===== src/rtl/card_dealer_arb.sv =====
// Card dealer arbiter: grants one requester at a time a random card from a 52-card shoe.
// Define RR_ARB_EN for round-robin arbitration; fixed priority dealer > player > split otherwise.
module card_dealer_arb (
    input  logic       clk,
    input  logic       reset,
    input  logic       req_dealer,
    input  logic       req_player,
    input  logic       req_split,
    input  logic       shuffle,
    output logic [2:0] gnt,
    output logic       card_valid,
    output logic [3:0] card_rank,
    output logic [5:0] card_value,
    output logic [5:0] cards_left,
    output logic       shoe_empty,
    output logic       busy
);

    typedef enum logic [1:0] {
        IDLE    = 2'd0,
        DRAW    = 2'd1,
        DELIVER = 2'd2
    } state_t;

    localparam logic [15:0] LFSR_SEED = 16'hACE1;
    localparam logic [15:0] LFSR_TAPS = 16'hB400;
    localparam logic [5:0]  FULL_SHOE = 6'd52;

    state_t      state_q, state_d;
    logic [15:0] lfsr_q, lfsr_d;
    logic [5:0]  cards_left_q, cards_left_d;
    logic [2:0]  grant_q, grant_d;
    logic [3:0]  rank_q, rank_d;
    logic [5:0]  value_q, value_d;
    logic [2:0]  req_vec;
    logic [2:0]  winner;
    logic [3:0]  candidate;
    logic        candidate_ok;

    function automatic logic [5:0] rank_to_value(input logic [3:0] rank);
        logic [5:0] value;
        if (rank == 4'd1) begin
            value = 6'd11;
        end else if (rank >= 4'd11) begin
            value = 6'd10;
        end else begin
            value = {2'b00, rank};
        end
        return value;
    endfunction

    assign req_vec      = {req_dealer, req_player, req_split};
    assign candidate    = lfsr_q[3:0];
    assign candidate_ok = (candidate != 4'd0) && (candidate <= 4'd13);

`ifdef RR_ARB_EN
    // Pointer is one-hot in grant bit order; the ring visits player -> split -> dealer.
    logic [2:0] rr_ptr_q, rr_ptr_d;
    logic [2:0] rr_c1, rr_c2;

    function automatic logic [2:0] rr_next(input logic [2:0] who);
        logic [2:0] nxt;
        case (who)
            3'b010:  nxt = 3'b001;
            3'b001:  nxt = 3'b100;
            3'b100:  nxt = 3'b010;
            default: nxt = 3'b010;
        endcase
        return nxt;
    endfunction

    always_comb begin
        rr_c1  = rr_next(rr_ptr_q);
        rr_c2  = rr_next(rr_c1);
        winner = 3'b000;
        if ((req_vec & rr_ptr_q) != 3'b000) begin
            winner = rr_ptr_q;
        end else if ((req_vec & rr_c1) != 3'b000) begin
            winner = rr_c1;
        end else if ((req_vec & rr_c2) != 3'b000) begin
            winner = rr_c2;
        end
    end
`else
    always_comb begin
        winner = 3'b000;
        if (req_dealer) begin
            winner = 3'b100;
        end else if (req_player) begin
            winner = 3'b010;
        end else if (req_split) begin
            winner = 3'b001;
        end
    end
`endif

    always_comb begin
        state_d      = state_q;
        grant_d      = grant_q;
        rank_d       = rank_q;
        value_d      = value_q;
        cards_left_d = cards_left_q;
        lfsr_d       = {1'b0, lfsr_q[15:1]} ^ (lfsr_q[0] ? LFSR_TAPS : 16'h0000);
`ifdef RR_ARB_EN
        rr_ptr_d     = rr_ptr_q;
`endif
        case (state_q)
            IDLE: begin
                if ((winner != 3'b000) && (cards_left_q != 6'd0)) begin
                    grant_d = winner;
                    state_d = DRAW;
`ifdef RR_ARB_EN
                    rr_ptr_d = rr_next(winner);
`endif
                end
            end
            DRAW: begin
                if (candidate_ok) begin
                    rank_d  = candidate;
                    value_d = rank_to_value(candidate);
                    state_d = DELIVER;
                end
            end
            DELIVER: begin
                cards_left_d = cards_left_q - 6'd1;
                state_d      = IDLE;
            end
            default: state_d = IDLE;
        endcase
        // A shuffle overrides a same-cycle delivery decrement.
        if (shuffle) begin
            cards_left_d = FULL_SHOE;
        end
    end

    always_ff @(posedge clk) begin
        if (reset) begin
            state_q      <= IDLE;
            lfsr_q       <= LFSR_SEED;
            cards_left_q <= FULL_SHOE;
            grant_q      <= 3'b000;
            rank_q       <= 4'd0;
            value_q      <= 6'd0;
`ifdef RR_ARB_EN
            rr_ptr_q     <= 3'b010;
`endif
        end else begin
            state_q      <= state_d;
            lfsr_q       <= lfsr_d;
            cards_left_q <= cards_left_d;
            grant_q      <= grant_d;
            rank_q       <= rank_d;
            value_q      <= value_d;
`ifdef RR_ARB_EN
            rr_ptr_q     <= rr_ptr_d;
`endif
        end
    end

    assign card_valid = (state_q == DELIVER);
    assign gnt        = (state_q == DELIVER) ? grant_q : 3'b000;
    assign busy       = (state_q != IDLE);
    assign card_rank  = rank_q;
    assign card_value = value_q;
    assign cards_left = cards_left_q;
    assign shoe_empty = (cards_left_q == 6'd0);

endmodule


===== config.mk =====
export PLATFORM = sky130hd
export DESIGN_NAME = card_dealer_arb
export DESIGN_NICKNAME = d
export VERILOG_FILES = /design/src/rtl/card_dealer_arb.sv
export SDC_FILE = /design/constraint.sdc
export NUM_CORES = 1
export LEC_CHECK = 0
export ABC_AREA = 1
export CORE_UTILIZATION = 56
export CTS_BUF_LIST = sky130_fd_sc_hd__clkbuf_4
export CTS_CLUSTER_SIZE = 8
export DETAILED_ROUTE_END_ITERATION = 8
export PLACE_DENSITY = 0.91
export SLEW_MARGIN = 30
export SYNTH_ARGS = -nofsm -noshare
export SYNTH_HDL_FRONTEND = slang
export SYNTH_SLANG_ARGS = --single-unit

===== constraint.sdc =====
create_clock -name clk -period 1.9 [get_ports clk]
set_clock_uncertainty 0.2 [all_clocks]
set_input_delay 0.475 -clock clk [delete_from_list [all_inputs] [get_ports clk]]
set_output_delay 0.475 -clock clk [all_outputs]
set_load 0.03 [all_outputs]

* Word-level counts from Yosys, hierarchy flattened
Index checks and enable logic that the tools add are counted.
** Word-level totals
- Logic and storage cells :: 37
- Flip-flop bits (word level) :: 37
- Output and inout port bits :: 22
** Operators by class
- Add/sub/neg operators :: 1
- Bitwise operators :: 1
- Muxes and demuxes :: 10
- Equal/unequal tests :: 5
- $lt $le $gt $ge :: 2
- Reduce and logical (&&, ||, !) cells :: 12
** Operators with widths (count)
- 16-bit 2-to-1 mux :: 1
- 15-bit by 16-bit XOR with 16-bit output :: 1
- 4-bit 2-to-1 mux :: 2
- 6-bit logical NOT :: 1
- 2-bit 2-to-1 mux :: 3
- 3-bit 2-to-1 mux :: 2
- 2-bit AND reduction :: 3
- 6-bit nonzero test :: 1
- 6-bit by 1-bit subtractor with 6-bit output, second input constant :: 1
- 4-bit by 1-bit equality test with 1-bit output, second input constant :: 1
- 4-bit >= comparator, second input constant :: 1
- 4-bit <= comparator, second input constant :: 1
- 2-bit inequality test, second input constant :: 2
- 2-bit case mux with 2 select lines :: 1
- 4-bit nonzero test :: 1
- 3-bit nonzero test :: 1
- 2-bit by 1-bit equality test with 1-bit output, second input constant :: 1
- 2-bit equality test, second input constant :: 1
- 1-bit logical AND :: 2
- 2-bit logical NOT :: 1
- 2-bit nonzero test :: 1
- 2-bit OR reduction :: 1
- 1-bit 2-to-1 mux :: 1

* Logic depth before layout (Yosys ltp)
- Word-level depth :: 7
- Mapped depth :: 8
- Gate-level depth less buffers :: 8

* Worst setup path before layout
Ideal clock, no wire load.
- Path kind :: reg2out
- From :: register state_q[1]
- To :: output port gnt[0]
- Setup slack :: -0.021 ns
- Required time :: 1.225 ns
- Data arrival time :: 1.246 ns
- Cell stages (with the launch flop) :: 5
- Cells stage by stage :: dfxtp_1 inv_2 nor2_4 inv_1 nor2_1
** On the way
- Cells in the longest elaborated chain, start to end :: 2
** RTL lines
- start: declaration :: line 29 : state_t state_q, state_d;
- start signal: assignment :: line 148 : state_q <= state_d;
- 2-bit equality test
- named net card_valid :: line 11 : output logic card_valid,
- 3-bit 2-to-1 mux :: line 161 : assign gnt = (state_q == DELIVER) ? grant_q : 3'b000;
- end: declaration :: line 10 : output logic [2:0] gnt,
The timed path passes the listed nets, and every way through them passes these cells.

* Worst setup path in the final report
- From :: register state_q[1]
- To :: output port gnt[1]
** On the way
- Cells in the longest elaborated chain, start to end :: 2
** RTL lines (line)
- 2-bit equality test :: 161
- 3-bit 2-to-1 mux :: 161
Every way passes these cells.

==> flow_summary.ini <==
[status]
status = finished, violations left
failed_checks = negative setup slack

[synthesis]
post_synth.cell_area_avg_um2 = 7.59
yosysWarnings = 0
synth_xor_area_share_pct = 1.23
syn-cell-area_um2 = 1420
synth_top_area_share_pct = 49.4
synth_fa_ha_area_share_pct = 1.76
synth_compound_area_share_pct = 7.94
synthMuxAreaShare_pct = 0
synth-seq-area-share_pct = 49.4
synth.distinct_cells = 21
synth-seq-cells = 35
synth_top_family_by_area = simple AND/OR/NAND/NOR gates
synth_simple_gate_area_share_pct = 29.3
synth_top_area_cell = dfxtp_1
synth_area_leaders = dfxtp_1, nand2_1, nor2_1
synthCells = 187

[grt]
overflow = 0
grt_max_degree = 27
grt_pass1_wl_um = 4960
track_usage_pct = 25.8
antenna_found_initial = 0
grt_pass1_vias = 1188

[clocking]
root_buffer = clkbuf_4
clock-sinks = 35
path_clk_slew_ns = 0.10
clock_latency_ns = 0.33
htreeDepth = 2
clockBufferDepth = 2
numCtsBuffers = 5
cts_tree = done
ctsHoldBuffers = 0

[critical_path]
cp-startpoint = state_q[1]
r2r_slack_ns = 0.41
r2r_cells = 7
critPathCaptureType = output pin
endpoint = gnt[1]
cp.required_ns = 1.22
criticalPathCategory = flop to output pin
crit_fanout = 4
cp-start-kind = flop
r2r-start = state_q[1]
regToRegEndpoint = card_rank[1]
cp.arrival_ns = 1.28

[routing]
viasPerCell = 4.97
routed_wl_um = 3190
dr.pass1.iters = 4
ant_nets = 0
drc = 0
drtIter0Drc = 17
vias = 1267
avgRoutedWirePerCell_um = 12.5

[layout]
drive_above_1_share_pct = 23.3
antenna_cells = 0
fill_cells = 143
design_area_um2 = 1880
stdcell_count = 255
fin_nets = 234
syn2layout_area_growth_pct = 32.7

[die]
fp.dieArea_um2 = 2740
num_rows = 17
io_pins = 28
die_y_um = 52.3
start_util_pct = 61.8
core-area_um2 = 2300
die_w_um = 52.3

[power_and_ir_drop]
power_density_nw_per_um2 = 748
p_leak_nw = 0.896
ir_drop_mv = 0.621

[placed_design]
post-place-ws_ns = 0.0138
post-dp-hpwl_um = 2130
gp_congestion = 0.791
place_area_um2 = 1710
io_buffers = 25
dp_cells = 240

[timing]
grt_setup_unrepaired = yes
fmax_mhz = 511
hold_violations = 0
setup_tns_ns = -0.192
maxSlewViolCount = 0
timing.final.crit_share_pct = 103
finalWorstSetupSlack_ns = -0.0558
period_needed_ns = 1.96
setup_viol = 4

[worst_hold_path]
hold_path_class = flop to flop

[run]
maxCapViolCount = 0
==> metal layers <==
| layer | GRT usage (%) | wire, um |
|---|---|---|
| met4 | 13.6 | 95 |
| met3 | 8.70 | 152 |
| met2 | 46.2 | 1710 |
| met5 | 0 | 0 |
| met1 | 26.0 | 1240 |
==> logic make-up (layout without fill, tap and decap cells) <==
family / count (synthesis) / in the layout
flops: 35 / 35
fa+ha+maj: 2 / 2
other cells: 1 / 2
simple gates: 90 / 90
buf+inv: 35 / 74
compound gates: 22 / 22
xor+xnor: 2 / 2
==> power breakdown <==
| group | leakage (nW) | internal (mW) | total, mW | switching, mW |
|---|---|---|---|---|
| sequential | 0.290 | 0.774 | 0.797 | 0.0226 |
| combinational | 0.575 | 0.0902 | 0.239 | 0.149 |
| clock | 0.0307 | 0.151 | 0.372 | 0.221 |
==> how the worst min path moves through the flow <==
stage | start | end | slack (ns) | depth (start not counted)
after CTS | lfsr_q[9] | lfsr_q[8] | 0.21 | 2
final | lfsr_q[4] | lfsr_q[3] | 0.21 | 2
after global routing | lfsr_q[9] | lfsr_q[8] | 0.22 | 2
after global placement | lfsr_q[7] | lfsr_q[6] | 0.19 | 1
after floorplan | lfsr_q[15] | lfsr_q[14] | 0.19 | 2
after detailed placement | lfsr_q[8] | lfsr_q[7] | 0.20 | 1
==> final cells by class <==
type	count	area (um^2)	share of cell area, %
clock buffer	6	45.0	2.39
clock inverter	2	7.51	0.399
inverter	29	114	6.05
multi-input combinational	118	633	33.6
sequential	35	708	37.6
tap	28	35.0	1.86
timing repair buffer	37	340	18.1
==> cells in the mapped netlist, drive strengths merged <==
library cell  count
nand2            42
or2               5
nand3            10
nand4             2
nor2             31
dfxtp            35
clkbuf            2
xnor2             2
a21oi            17
inv              29
conb              1
o21ai             4
buf               4
o211ai            1
ha                2
==> critical path, stage by stage, from the launching register on <==
cell and delay [ns]:
dfxtp_2 0.35, inv_2 0.04, buf_6 0.11, nor2_4 0.12, inv_4 0.08, nor2_4 0.11, buf_6 0.13
==> through the flow <==
step / total power, mW / hold slack, ns / utilization (%)
finish: 1.41 / 0.206 / 82.0
global placement: 1.03 / 0.193 / 74.6
floorplan: 0.965 / 0.188 / -
global route: 1.49 / 0.223 / 82.0
detailed placement: 1.04 / 0.197 / 74.6
CTS: 1.41 / 0.214 / 79.4
==> cells in the final DEF, fill, tap and decap left out, types with 3 or more instances in the layout <==
master / netlist / layout
inv_2: 2 / 3
dlygate4sd2_1: 0 / 14
a21oi_1: 17 / 17
nand2_1: 39 / 37
nor2_1: 28 / 23
buf_6: 0 / 6
inv_1: 27 / 24
nand2_2: 2 / 3
nand3_1: 9 / 9
buf_4: 3 / 10
clkbuf_4: 0 / 6
nor2_4: 3 / 7
o21ai_0: 4 / 4
or2_2: 5 / 5
dfxtp_2: 0 / 3
dfxtp_1: 35 / 31
clkdlybuf4s50_1: 0 / 5
==> repair_timing <==
action	CTS	global route
setup endpoints to repair	20	6
resized for setup	34	14
endpoints found under the hold margin	0	0
setup buffers	4	3
pin swaps	3	1
==> state kept, by name, indices dropped and copies added (netlist names) <==
register    flops
lfsr_q         16
cards_left      6
state_q         2
grant_q         3
card_rank       4
card_value      4
Power figures use the tool's default switching activity.
